### src/rtl/mult_pkg.sv
// Shared types and helpers for the sequential shift-add multiplier.
package mult_pkg;

  typedef logic [1:0] state_t;

  localparam state_t IDLE = 2'd0;
  localparam state_t RUN  = 2'd1;
  localparam state_t DONE = 2'd2;

  // Iteration counter width; counts 0..n-1.
  function automatic int cnt_w(input int n);
    return (n < 2) ? 1 : $clog2(n);
  endfunction

endpackage

### src/rtl/seq_mult_datapath.sv
// Shift-add datapath: multiplicand register, accumulator, single adder, shifter.
module seq_mult_datapath #(
  parameter int N = 32
) (
  input  logic           clk,
  input  logic           reset,
  input  logic           load,
  input  logic           step,
  input  logic [N-1:0]   a_in,
  input  logic [N-1:0]   b_in,
  output logic [2*N-1:0] product
);

  logic [N-1:0]   a_reg;
  logic [2*N-1:0] acc;
  logic [N:0]     sum;

  // The adder carry lands in the top bit of the shifted accumulator, so the
  // always-zero bit above it never needs to be stored.
  always_comb begin
    sum = {1'b0, acc[2*N-1:N]};
    if (acc[0]) sum = {1'b0, acc[2*N-1:N]} + {1'b0, a_reg};
  end

  always_ff @(posedge clk) begin
    if (reset) begin
      a_reg <= '0;
      acc   <= '0;
    end else if (load) begin
      a_reg <= a_in;
      acc   <= {{N{1'b0}}, b_in};
    end else if (step) begin
      acc   <= {sum, acc[N-1:1]};
    end
  end

  assign product = acc;

endmodule

### src/rtl/seq_mult_ctrl.sv
// Handshaked sequencing controller around a shared shift-add multiplier datapath.
module seq_mult_ctrl
  import mult_pkg::*;
#(
  parameter int N = 32
) (
  input  logic           clk,
  input  logic           reset,
  input  logic           start_valid,
  output logic           start_ready,
  input  logic [N-1:0]   a_in,
  input  logic [N-1:0]   b_in,
  output logic           result_valid,
  input  logic           result_ready,
  output logic [2*N-1:0] product,
  output logic           busy
);

  localparam int CW = cnt_w(N);
  localparam logic [CW-1:0] LAST = CW'(N - 1);

  state_t        state;
  logic [CW-1:0] count;
  logic          accept;
  logic          step;

  assign start_ready  = (state == IDLE);
  assign result_valid = (state == DONE);
  assign busy         = (state != IDLE);
  assign accept       = start_valid && start_ready;
  assign step         = (state == RUN);

  always_ff @(posedge clk) begin
    if (reset) begin
      state <= IDLE;
      count <= '0;
    end else begin
      case (state)
        IDLE: if (accept) begin
          state <= RUN;
          count <= '0;
        end
        RUN: begin
          count <= count + CW'(1);
          if (count == LAST) state <= DONE;
        end
        DONE: if (result_ready) state <= IDLE;
        default: state <= IDLE;
      endcase
    end
  end

  seq_mult_datapath #(.N(N)) u_dp (
    .clk     (clk),
    .reset   (reset),
    .load    (accept),
    .step    (step),
    .a_in    (a_in),
    .b_in    (b_in),
    .product (product)
  );

endmodule

### config.mk
export PLATFORM = sky130hd
export DESIGN_NAME = seq_mult_ctrl
export DESIGN_NICKNAME = d
export VERILOG_FILES = /design/src/rtl/mult_pkg.sv /design/src/rtl/seq_mult_datapath.sv /design/src/rtl/seq_mult_ctrl.sv
export SDC_FILE = /design/constraint.sdc
export NUM_CORES = 1
export LEC_CHECK = 0
export CORE_ASPECT_RATIO = 0.75
export CORE_UTILIZATION = 40
export DETAILED_ROUTE_END_ITERATION = 10
export PLACE_DENSITY_LB_ADDON = 0.15
export SYNTH_ARGS = -nofsm -noshare
export SYNTH_HDL_FRONTEND = slang
export SYNTH_HIERARCHICAL = 1
export SYNTH_SLANG_ARGS = --single-unit
### constraint.sdc
create_clock -name clk -period 5.62 [get_ports clk]
set_input_delay 1.124 -clock clk [delete_from_list [all_inputs] [get_ports clk]]
set_output_delay 1.124 -clock clk [all_outputs]
set_load 0.02 [all_outputs]
== Yosys cells after proc, flatten, opt, wreduce, memory -nomap -nowiden ==
Cells that the tools add are included.

* Add/subtract/negate cells: 2
* Eq/ne operators: 6
* Mux-type cells: 9
* Reduce and logical (&&, ||, !) cells: 8

{| class="wikitable"
|+ Operators by type and width
! cell !! count
|-
| $mux 32 || 2
|-
| $add 32x32->33 || 1
|-
| $mux 33 || 1
|-
| $pmux 5 s2 || 1
|-
| $mux 2 || 3
|-
| $ne 2x1->1 const B || 3
|-
| $pmux 2 s3 || 1
|-
| $reduce_bool 2->1 || 3
|-
| $add 5x1->5 const B || 1
|-
| $eq 5x5->1 const B || 1
|-
| $mux 5 || 1
|-
| $reduce_and 3->1 || 1
|-
| $eq 2x1->1 const B || 1
|-
| $eq 2x2->1 const B || 1
|-
| $logic_not 2->1 || 1
|-
| $reduce_and 2->1 || 1
|-
| $reduce_or 2->1 || 1
|-
| $logic_and 1x1->1 || 1
|}

* Bits in registers: 103
* Output and inout bits: 67

== Longest topological paths before layout ==
Gate-level depths: netlist of the first run.

* Depth in word-level cells: 4
* Mapped depth: 9
* Depth with buffers taken out: 9

== Cells and area by module ==
The synthesis of the first run kept the hierarchy.

{| class="wikitable"
|+ By module, submodules not included
! module !! instances !! cells each !! area an instance (µm²) !! seq. area each (µm²)
|-
| seq_mult_datapath || 1 || 693 || 5667.9 || 1921.8
|-
| seq_mult_ctrl || 1 || 35 || 326.6 || 140.1
|}

== Worst setup path after synthesis of the first run ==
No wires, ideal clock.

* Path kind: reg2reg
* Start point: register u_dp.acc[32] (netlist: u_dp/product[32])
* End point: register u_dp.acc[63] (netlist: u_dp/product[63])
* Library setup time: 0.128 ns
* Data arrival time: 2.537 ns
* Data required time: 5.492 ns
* Setup slack: 2.955 ns
* Stages on the path, launching flop included: 10
* Path buffers: 0
* Period minus slack after synthesis: 2.665 ns
* Path through: dfxtp_1 > ha_1 > fa_1 > a21o_1 > a221o_1 > o211a_1 > o21a_1 > a41o_1 > a221oi_2 > nor2_1

* Longest elaborated chain between the ends: 2

{| class="wikitable"
|+ Ends and longest elaborated chain
! what !! line !! RTL
|-
| from (decl) || seq_mult_datapath.sv:15 || <nowiki>logic [2*N-1:0] acc;</nowiki>
|-
| from (signal assigned) || seq_mult_datapath.sv:31 || <nowiki>acc <= {{N{1'b0}}, b_in};</nowiki>
|-
| from (signal assigned) || seq_mult_datapath.sv:33 || <nowiki>acc <= {sum, acc[N-1:1]};</nowiki>
|-
| $add 32x32->33 || seq_mult_datapath.sv:22 || <nowiki>if (acc[0]) sum = {1'b0, acc[2*N-1:N]} + {1'b0, a_reg};</nowiki>
|-
| $mux 33 || seq_mult_datapath.sv:22 ||
|}

Every way passes these cells.
A chain may end at the register's enable or synchronous reset.

== Worst setup path after layout of the first run ==
* Start point: input start_valid
* End point: register u_dp.acc[62] (netlist: u_dp/product[62])

* Longest elaborated chain between the ends: 2

{| class="wikitable"
|+ Ends and longest elaborated chain
! what !! line !! RTL
|-
| from (decl) || seq_mult_ctrl.sv:9 || <nowiki>input logic start_valid,</nowiki>
|-
| $logic_and 1x1->1 || seq_mult_ctrl.sv:30 || <nowiki>assign accept = start_valid && start_ready;</nowiki>
|-
| named net accept || seq_mult_ctrl.sv:24 || <nowiki>logic accept;</nowiki>
|-
| $reduce_or 2->1 (no source line) || - ||
|}

The timed path passes the listed nets, and every way through them passes these cells.

==> results of run 1 <==
==> worst max-delay path by stage <==
stage | slack (ns) | endpoint | cells past startpoint
6_report | 2.65 | u_dp/product[62]$_SDFFE_PP0P_ | 8
5_1_grt | 2.51 | u_dp/product[4]$_SDFFE_PP0P_ | 6
4_1_cts | 2.71 | product[0] | 2
3_5_place_dp | 2.34 | u_dp/product[62]$_SDFFE_PP0P_ | 8
3_3_place_gp | 2.34 | u_dp/product[62]$_SDFFE_PP0P_ | 8
2_1_floorplan | 2.96 | u_dp/product[63]$_SDFFE_PP0P_ | 9
==> cells by family (layout without fill, tap and decap cells) <==
logic type | count (synthesis) | count (layout)
XOR/XNOR | 25 | 25
AO/OA/AOI/OAI | 221 | 221
multiplexers | 79 | 79
AND/OR/NAND/NOR | 214 | 214
buffers and inverters | 51 | 163
adder cells (fa/ha/maj) | 35 | 35
flip-flops | 103 | 103
==> placed cells by master (no fill, tap or decap), types with 2 or more instances in the layout <==
master,n
nand2_1,34
inv_1,8
o21a_1,5
nor3_1,6
clkbuf_8,2
a32oi_1,3
nand3_1,11
o22ai_1,4
clkdlybuf4s50_1,133
nand4_1,7
ha_1,34
o21bai_1,7
mux2i_1,79
dfxtp_1,103
a211oi_1,13
nor2b_1,5
xor2_1,11
a31oi_1,9
a311oi_1,2
clkinvlp_4,2
o31ai_1,2
a21oi_1,90
buf_4,5
nor2_1,131
nand2b_1,3
or3_1,2
and3_1,5
nand3b_1,3
xnor2_1,14
or2_2,2
o21ai_0,37
clkbuf_16,9
a22oi_1,6
o221ai_1,7
a21o_1,18
o211ai_1,5
==> where the power goes <==
group / internal, µW / switching, µW / leakage [µW]
clock network: 371 / 287 / 0.000145
logic: 175 / 204 / 0.00212
registers: 769 / 35.0 / 0.000843
==> metal layers <==
metal | wire length (µm) | vias up
met3 | 1270 | 18
met2 | 7280 | 202
li1 | - | 2842
met5 | 0 | -
met1 | 8560 | 2688
met4 | 250 | 0
==> worst max-delay path: stages <==
cell and delay (ns):
clkdlybuf4s50_1 0.43, and2_4 0.22, nor2_1 0.50, buf_4 0.37, nand2_1 0.20, nor2_1 0.19, nor3_1 0.07, o21ai_0 0.15
==> synth_stat cells (13+ instances only) <==
cell / n / area share
o21ai_0: 37 / 0.031
ha_1: 34 / 0.071
nand2_1: 34 / 0.021
clkbuf_1: 34 / 0.021
a21oi_1: 90 / 0.075
mux2i_1: 79 / 0.13
dfxtp_1: 103 / 0.34
a211oi_1: 13 / 0.016
xnor2_1: 14 / 0.020
nor2_1: 131 / 0.082
a21o_1: 18 / 0.023
==> cell type report <==
cell class | count | area share
well taps | 200 | 0.0322
flip-flops and latches | 103 | 0.266
clock inverters | 4 | 0.00693
clock buffers | 12 | 0.0330
inverters | 8 | 0.00387
repair buffers | 139 | 0.177
multi-input cells | 574 | 0.482
==> through the flow <==
step / setup WS, ns / utilization / hold WS, ns / area, µm² / cells
2_1_floorplan: 2.96 / - / 0.454 / 5990 / 728
4_1_cts: 2.71 / 0.534 / 0.511 / 7770 / 1040
6_report: 2.65 / 0.534 / 0.508 / 7770 / 1040
5_1_grt: 2.51 / 0.534 / 0.541 / 7770 / 1040
3_5_place_dp: 2.34 / 0.512 / 0.497 / 7460 / 1024
3_3_place_gp: 2.34 / 0.512 / 0.476 / 7460 / 1024
==> summary.txt, run 1 <==
Status
  • Status: finished clean

Synth
  • Post-Synth XOR/XNOR Area: 0.0365
  • Mux share of post-synthesis cell area: 0.132
  • Post-Synth Simple-Gate Area: 0.152
  • Async set-or-reset flop fraction in the synthesized netlist: 0
  • Mapped Cells: 728
  • Sequential share of the synthesized area: 0.344
  • Top_reg_cell synth: dfxtp_1
  • Post-synth EDFFs: 0
  • Yosys warns: 6
  • Register bit count reported by yosys: 103
  • Avg Inst Size Synth: 8.23 µm²
  • Cell variety after synth: 53
  • Compound-cell area share of the yosys netlist: 0.228
  • Synth Area in Adders: 0.0743
  • Largest family of logic cells by synthesized area: compound AO/OA/AOI/OAI gates
  • Syn nets: 831
  • Area of the mapped netlist: 5990 µm²

CTS
  • Deepest clock path buffer count: 2
  • Hold-fix buffers, CTS: 0
  • Clock root cell: clkbuf_16
  • Clock sinks: 103
  • Cts bufs inserted: 9
  • Clk slew on worst S/H paths: 0.07 ns
  • Postcts setup bufs: 0
  • H-Tree Depth: 3
  • Worst skew pair latency: 0.36 ns
  • CTS resizes: 0
  • TritonCTS clock tree: yes

Power
  • Power Dens Cells: 237 nW/µm²
  • Power, Total: 1840 µW
  • Leak: 0.00311 µW
  • Max IR drop VDD: 0.000124 V

Min path
  • Min-Delay Endpoint: count[3]$_SDFFE_PP0P_
  • Hold Path Class: reg -> reg
  • Worst hold stages: 2
  • Hold_sp: count[3]$_SDFFE_PP0P_

Global routing
  • First-pass GRT wire length: 27,700 µm
  • All-layer global routing usage: 0.230
  • Met2 Track Usage GR: 0.344
  • Largest net degree at the start of global routing: 90
  • GRT Max-Usage Layer: met2
  • Number of global-route vias before repair: 5,355
  • GR Layer Usage met3: 0.0549
  • Grt ovf: 0
  • Antenna violations before repair: 0
  • Met1 Use GR: 0.326

Layout
  • Max reg flops: 64
  • Storage element area: 2060 µm²
  • Antenna cells: 0
  • Layout net count: 938
  • Fillers: 1,336
  • Layout cells sized above 1: 0.0321
  • Area grow syn2layout: 29.6%
  • Multi-input logic area: 3740 µm²

Setup path
  • Worst-path fanout max: 16
  • RR Endpoint: u_dp/product[60]$_SDFFE_PP0P_
  • Endpoint class of the critical path: register
  • Worst R2R Path Depth: 8
  • Crit path required time: 5.91 ns
  • Critical R2R Launch: u_dp/product[36]$_SDFFE_PP0P_
  • R2R Setup Slk: 2.70 ns
  • Critical Path Start: start_valid
  • WS Path Type: in -> reg
  • Crit path launch type: primary input
  • Crit path DAT: 3.26 ns

Routing
  • DR WL/cell: 16.7 µm
  • Final ANT Viol Nets: 0
  • Vias per cell: 5.53
  • DRC viols: 0
  • Initial drt markers: 480
  • DRT Pass-1 Iters: 6
  • Via count of the routed design: 5,750
  • Drt total wl: 17,400 µm

STA
  • Period utilization: 0.528
  • Max_slew headroom: 0.313
  • Final Hold Vio Count: 0
  • Max Freq: 0.337 GHz
  • Final Critical Period: 2.97 ns
  • RSZ-0062 raised after global routing: false
  • TNS Setup: 0 ns
  • Final setup violation count: 0
  • Worst-Margin Slew: 1.03 ns
  • Fin. max-slew vios: 0
  • Clock Skew: 0.0109 ns

Floorplanning
  • Die width: 143 µm
  • I/O pin count: 135
  • # rows: 38
  • Total core area: 14,500 µm²
  • Initial core utilization: 0.412
  • Die ar.: 15,500 µm²
  • Chip height: 108 µm

Place
  • PortBufs: 134
  • GPL Wtd Cong: 0.903
  • DP HPWL: 12,500 µm

Run
  • Max-cap violations: 0
Note: power is estimated with default switching activity, not from simulation.
==> run 2: changes to the inputs <==
clock period = 3.04 ns   (was 5.62 ns; I/O delays follow)
==> run 2 against run 1 <==
Register-to-register slack got worse by 2.5 ns; hold slack lost 0.0074 ns; worst setup slack worse by 2.4 ns; final area is 0.93% higher; critical path depth is 1 higher; clock power grew 93%; die area stayed put; cell count rose by 0.58%; sequential share of layout area is 0.25 points lower; sequential cell count is the same; utilization rose by 0.50 points; non-clock buffer count rose by 6.
==> summary.txt, run 2 (synthesis gave the netlist of run 1 again) <==
Setup path
  • Worst-path fanout max: 5
  • Endpoint class of the critical path: register
  • Crit path DAT: 3.07 ns
  • Crit path launch type: register
  • Crit path required time: 3.28 ns
  • WS Path Type: reg -> reg

CTS
  • H-Tree Depth: 3
  • Clock sinks: 103
  • Clock root cell: clkbuf_16
  • Postcts setup bufs: 0
  • Deepest clock path buffer count: 2
  • Worst skew pair latency: 0.36 ns
  • Hold-fix buffers, CTS: 0
  • Cts bufs inserted: 9
  • CTS resizes: 0
  • TritonCTS clock tree: yes
  • Clk slew on worst S/H paths: 0.07 ns

Layout
  • Multi-input logic area: 3740 µm²
  • Finished Cell Area: 7840 µm²
  • Fillers: 1,398
  • Post-layout util: 0.539
  • Commonest non-fill, non-tap cell in the layout: clkdlybuf4s50_1
  • Highest-count cells in the layout ignoring fill and taps: clkdlybuf4s50_1, nor2_1, dfxtp_1
  • Layout net count: 944
  • Antenna cells: 0
  • Area grow syn2layout: 30.8%
  • Layout cells sized above 1: 0.0402
  • Storage element area: 2060 µm²
  • Max reg flops: 64

Power
  • Max IR drop VDD: 0.000251 V
  • Clock Power Share: 0.366
  • Sw Share: 0.296
  • P_sw: 1030 µW
  • Leak: 0.00316 µW
  • Sequential share of power: 0.429
  • Power Dens Cells: 442 nW/µm²
  • Gate power share: 0.204
  • Internal: 2440 µW

Place
  • GPL Wtd Cong: 0.928
  • PortBufs: 134
  • Placed cell areas: 7510 µm²
  • DP HPWL: 12,900 µm

Floorplanning
  • # rows: 38
  • Initial core utilization: 0.412
  • Die ar.: 15,500 µm²
  • Die width: 143 µm
  • Chip height: 108 µm
  • I/O pin count: 135
  • Total core area: 14,500 µm²

STA
  • Final Hold Vio Count: 0
  • Period utilization: 0.933
  • Final Critical Period: 2.84 ns
  • TNS Setup: 0 ns
  • Max Freq: 0.352 GHz
  • RSZ-0062 raised after global routing: false
  • Fin. max-slew vios: 0
  • Final setup violation count: 0
  • Max_slew headroom: 0.584
  • Clock Skew: 0.0106 ns
  • Worst-Margin Slew: 0.623 ns

Status
  • Status: finished clean

Routing
  • Final ANT Viol Nets: 0
  • DR WL/cell: 16.9 µm
  • DRC viols: 0
  • Drt total wl: 17,700 µm
  • Initial drt markers: 348
  • Via count of the routed design: 5,773
  • DRT Pass-1 Iters: 5
  • Vias per cell: 5.52

Global routing
  • All-layer global routing usage: 0.231
  • First-pass GRT wire length: 27,900 µm
  • Grt ovf: 0
  • Number of global-route vias before repair: 5,389
  • Antenna violations before repair: 0
  • Largest net degree at the start of global routing: 75

Run
  • Max-cap violations: 0

Min path
  • Hold Path Class: reg -> reg
==> run 2: path summary, 6_finish.rpt <==
path / startpoint / endpoint / slack, ns / cells after the start
worst max-delay path: u_dp/product[32]$_SDFFE_PP0P_ / u_dp/product[63]$_SDFFE_PP0P_ / 0.20 / 9
worst min-delay path: count[3]$_SDFFE_PP0P_ / count[3]$_SDFFE_PP0P_ / 0.50 / 2
worst max register to register: u_dp/product[32]$_SDFFE_PP0P_ / u_dp/product[63]$_SDFFE_PP0P_ / 0.20 / 9
worst min register to register: count[3]$_SDFFE_PP0P_ / count[3]$_SDFFE_PP0P_ / 0.50 / 2
==> run 2: worst max-delay path: stages, from the launching register on <==
cell      delay, ns
dfxtp_1        0.34
ha_1           0.24
fa_1           0.41
a21o_1         0.21
a221o_1        0.40
o211a_1        0.32
o21a_1         0.25
a41o_1         0.29
a221oi_2       0.21
nor2_1         0.05
==> run 2: stage by stage <==
step	std cells	worst slack (ns)	power, µW	hold WS (ns)
4_1_cts	1046	0.211	3490	0.500
3_5_place_dp	1030	0.232	2220	0.490
3_3_place_gp	1030	0.302	2210	0.478
6_report	1046	0.203	3460	0.501
5_1_grt	1046	0.105	3620	0.521
2_1_floorplan	728	0.375	1930	0.454
==> run 2: power groups by stage <==
stage	sequential, µW	combinational (µW)	clock (µW)
after floorplan	1550	378	0
after global placement	1510	691	0
after detailed placement	1520	703	0
after CTS	1490	707	1300
after global routing	1500	766	1350
final	1490	708	1270
==> run 2: metal layers <==
| metal | GRT usage | part of all wire |
|---|---|---|
| met5 | 0 | 0 |
| met4 | 0.0691 | 0.015 |
| met3 | 0.0514 | 0.067 |
| met2 | 0.354 | 0.43 |
| met1 | 0.323 | 0.49 |
==> run 2: final cells by class <==
| type | count | share of cell area |
|---|---|---|
| Clock inverter | 6 | 0.0110 |
| Sequential cell | 103 | 0.263 |
| Inverter | 8 | 0.00383 |
| Tap cell | 200 | 0.0319 |
| Clock buffer | 10 | 0.0305 |
| Timing Repair Buffer | 145 | 0.183 |
| Multi-Input combinational cell | 574 | 0.477 |
==> run 3: changes to the inputs <==
ABC_AREA = 1   (was unset)
==> run 3 against run 2 <==
The run now ends with DRC left; clock skew shrank 0.0016 ns; register-to-register slack gained 0.59 ns; final area grew 10%; die area grew 12%; combinational power shrank 0.7%; synthesized area grew 13%; worst setup slack gained 0.49 ns; routed wire length grew 12%; sequential share of layout area shrank 2.4 points; non-clock buffer count grew 1; critical path depth shrank 8; largest cell class unchanged; global-route usage grew 0.22 points; critical path type is now reg -> out.
==> summary.txt, run 3 <==
Layout
  • Layout cells sized above 1: 0.0646
  • Fillers: 1,671
  • Commonest non-fill, non-tap cell in the layout: nand2_1
  • Multi-input logic area: 3870 µm²
  • Area grow syn2layout: 27.8%
  • Max reg flops: 64
  • Layout net count: 1,336
  • Antenna cells: 0
  • Storage element area: 2060 µm²
  • Finished Cell Area: 8630 µm²
  • Highest-count cells in the layout ignoring fill and taps: nand2_1, inv_1, nor2_1

Setup path
  • Worst-path fanout max: 23
  • Slowest cell delay on critical path: 0.75 ns
  • Crit path required time: 2.43 ns
  • Crit path DAT: 1.74 ns
  • Buf/Inv on CP: 1
  • Cell family with most CP delay: buffers and inverters
  • WS Path Type: reg -> out
  • RR Endpoint: u_dp/product[59]$_SDFFE_PP0P_
  • Endpoint class of the critical path: output pin
  • Crit path launch type: register
  • CP Cell Sequence: clkdlybuf4s50_1
  • Critical R2R Launch: u_dp/product[32]$_SDFFE_PP0P_
  • Worst R2R Path Depth: 12
  • CP max-delay cell: clkdlybuf4s50_1
  • R2R Setup Slk: 0.79 ns

STA
  • Period utilization: 0.771
  • Max Freq: 0.427 GHz
  • Worst-Margin Slew: 0.625 ns
  • RSZ-0062 raised after global routing: false
  • Final setup violation count: 0
  • Clock Skew: 0.00903 ns
  • TNS Setup: 0 ns
  • Max_slew headroom: 0.581
  • Final Critical Period: 2.34 ns
  • Fin. max-slew vios: 0
  • Final Hold Vio Count: 0

Global routing
  • Grt ovf: 0
  • Largest net degree at the start of global routing: 57
  • Number of global-route vias before repair: 6,525
  • First-pass GRT wire length: 32,500 µm
  • Antenna violations before repair: 0
  • All-layer global routing usage: 0.233

CTS
  • Postcts setup bufs: 0
  • Worst skew pair latency: 0.36 ns
  • TritonCTS clock tree: yes
  • Clk slew on worst S/H paths: 0.07 ns
  • Deepest clock path buffer count: 2
  • H-Tree Depth: 3
  • Hold-fix buffers, CTS: 0
  • Clock sinks: 103
  • Cts bufs inserted: 9
  • CTS resizes: 0
  • Clock root cell: clkbuf_16

Synth
  • Cell variety after synth: 35
  • Yosys warns: 6
  • Top cells by area, synth: dfxtp_1, nand2_1, inv_1, nor2_1, ha_1
  • Syn nets: 1,215
  • Avg Inst Size Synth: 6.07 µm²
  • Mapped Cells: 1,112
  • Async set-or-reset flop fraction in the synthesized netlist: 0
  • Register bit count reported by yosys: 103
  • Area of the mapped netlist: 6750 µm²
  • Top_reg_cell synth: dfxtp_1
  • Yosys top cell area share: 0.305
  • Area leader, netlist: dfxtp_1
  • Most frequent cell after synthesis: nand2_1
  • Sequential share of the synthesized area: 0.305
  • Most frequent cells after synthesis: nand2_1, inv_1, nor2_1
  • Post-synth EDFFs: 0

Routing
  • Initial drt markers: 414
  • DR WL/cell: 13.6 µm
  • DRC viols: 6
  • DRT Pass-1 Iters: 11
  • Vias per cell: 4.88
  • Drt total wl: 19,700 µm
  • Final ANT Viol Nets: 0
  • Via count of the routed design: 7,062

Power
  • Power Dens Cells: 388 nW/µm²
  • Max IR drop VDD: 0.000255 V
  • Leak: 0.00425 µW

Run
  • Max-cap violations: 0

Min path
  • Hold Path Class: reg -> reg
  • Hold_sp: u_dp/a_reg[19]$_SDFFE_PP0P_
  • Min-Delay Endpoint: u_dp/a_reg[19]$_SDFFE_PP0P_
  • Worst hold stages: 2

Place
  • Placed cell areas: 8340 µm²
  • GPL Wtd Cong: 0.956
  • PortBufs: 134
  • DP HPWL: 14,800 µm

Floorplanning
  • Initial core utilization: 0.415
  • # rows: 40
  • Chip height: 115 µm
  • Die ar.: 17,400 µm²
  • I/O pin count: 135
  • Die width: 152 µm
  • Total core area: 16,300 µm²

Status
  • Violated checks: DRC
  • Status: complete, but fails checks
[run 3: changes by cell type after synthesis, moves of 15 or more]
cell,before,now
a21oi_1,90,55
mux2i_1,79,0
nand2_2,0,17
a21o_1,18,1
nor2_1,131,152
nand3_1,11,43
nand2_1,34,353
inv_1,8,168
a22oi_1,6,21
[run 3: cell type report]
cell class | instances | area share
Timing Repair Buffer | 146 | 0.170
Inverter | 180 | 0.0783
Multi-Input combinational cell | 793 | 0.448
Tap cell | 210 | 0.0305
Clock inverter | 6 | 0.00566
Sequential cell | 103 | 0.239
Clock buffer | 10 | 0.0277
[run 3: kinds of logic after synthesis]
group	after synthesis	synth area share
compound gates	161	0.140
xor+xnor	11	0.0143
fa+ha+maj	35	0.0660
buf+inv	216	0.122
flops	103	0.305
simple gates	586	0.352
[run 3: power by group]
group | switching [µW] | leakage, µW | internal (µW) | total [µW]
sequential | 66.2 | 0.000844 | 1430 | 1490
combinational | 400 | 0.00327 | 304 | 703
clock | 562 | 0.000137 | 589 | 1150
[run 3: how the worst max path moves through the flow]
stage                                        startpoint                             to  slack [ns]  depth (start not counted)
after CTS                  u_dp/product[0]$_SDFFE_PP0P_                     product[0]        0.69                          1
final                      u_dp/product[0]$_SDFFE_PP0P_                     product[0]        0.70                          1
after detailed placement                    start_valid   u_dp/product[0]$_SDFFE_PP0P_        0.62                          9
after floorplan           u_dp/product[32]$_SDFFE_PP0P_  u_dp/product[59]$_SDFFE_PP0P_        1.11                         12
after global placement                      start_valid   u_dp/product[0]$_SDFFE_PP0P_        0.63                          9
after global routing       u_dp/product[0]$_SDFFE_PP0P_                     product[0]        0.62                          1
[run 3: routing by layer]
layer / vias to the layer above / part of all wire / track usage
met5: - / 0 / 0
met4: 0 / 0.0089 / 0.0537
met3: 14 / 0.087 / 0.0719
met2: 186 / 0.41 / 0.360
met1: 3169 / 0.49 / 0.317
li1: 3693 / - / -
[run 3: per-stage QoR]
stage               total power [µW]  setup WS [ns]  utilization  cells  hold WS (ns)
finish                          3350          0.696        0.530   1448         0.470
global route                    3510          0.616        0.530   1448         0.493
CTS                             3380          0.685        0.530   1448         0.474
detailed placement              2220          0.619        0.513   1432         0.466
global placement                2220          0.625        0.513   1432         0.455
floorplan                       1920           1.11            -   1112         0.438
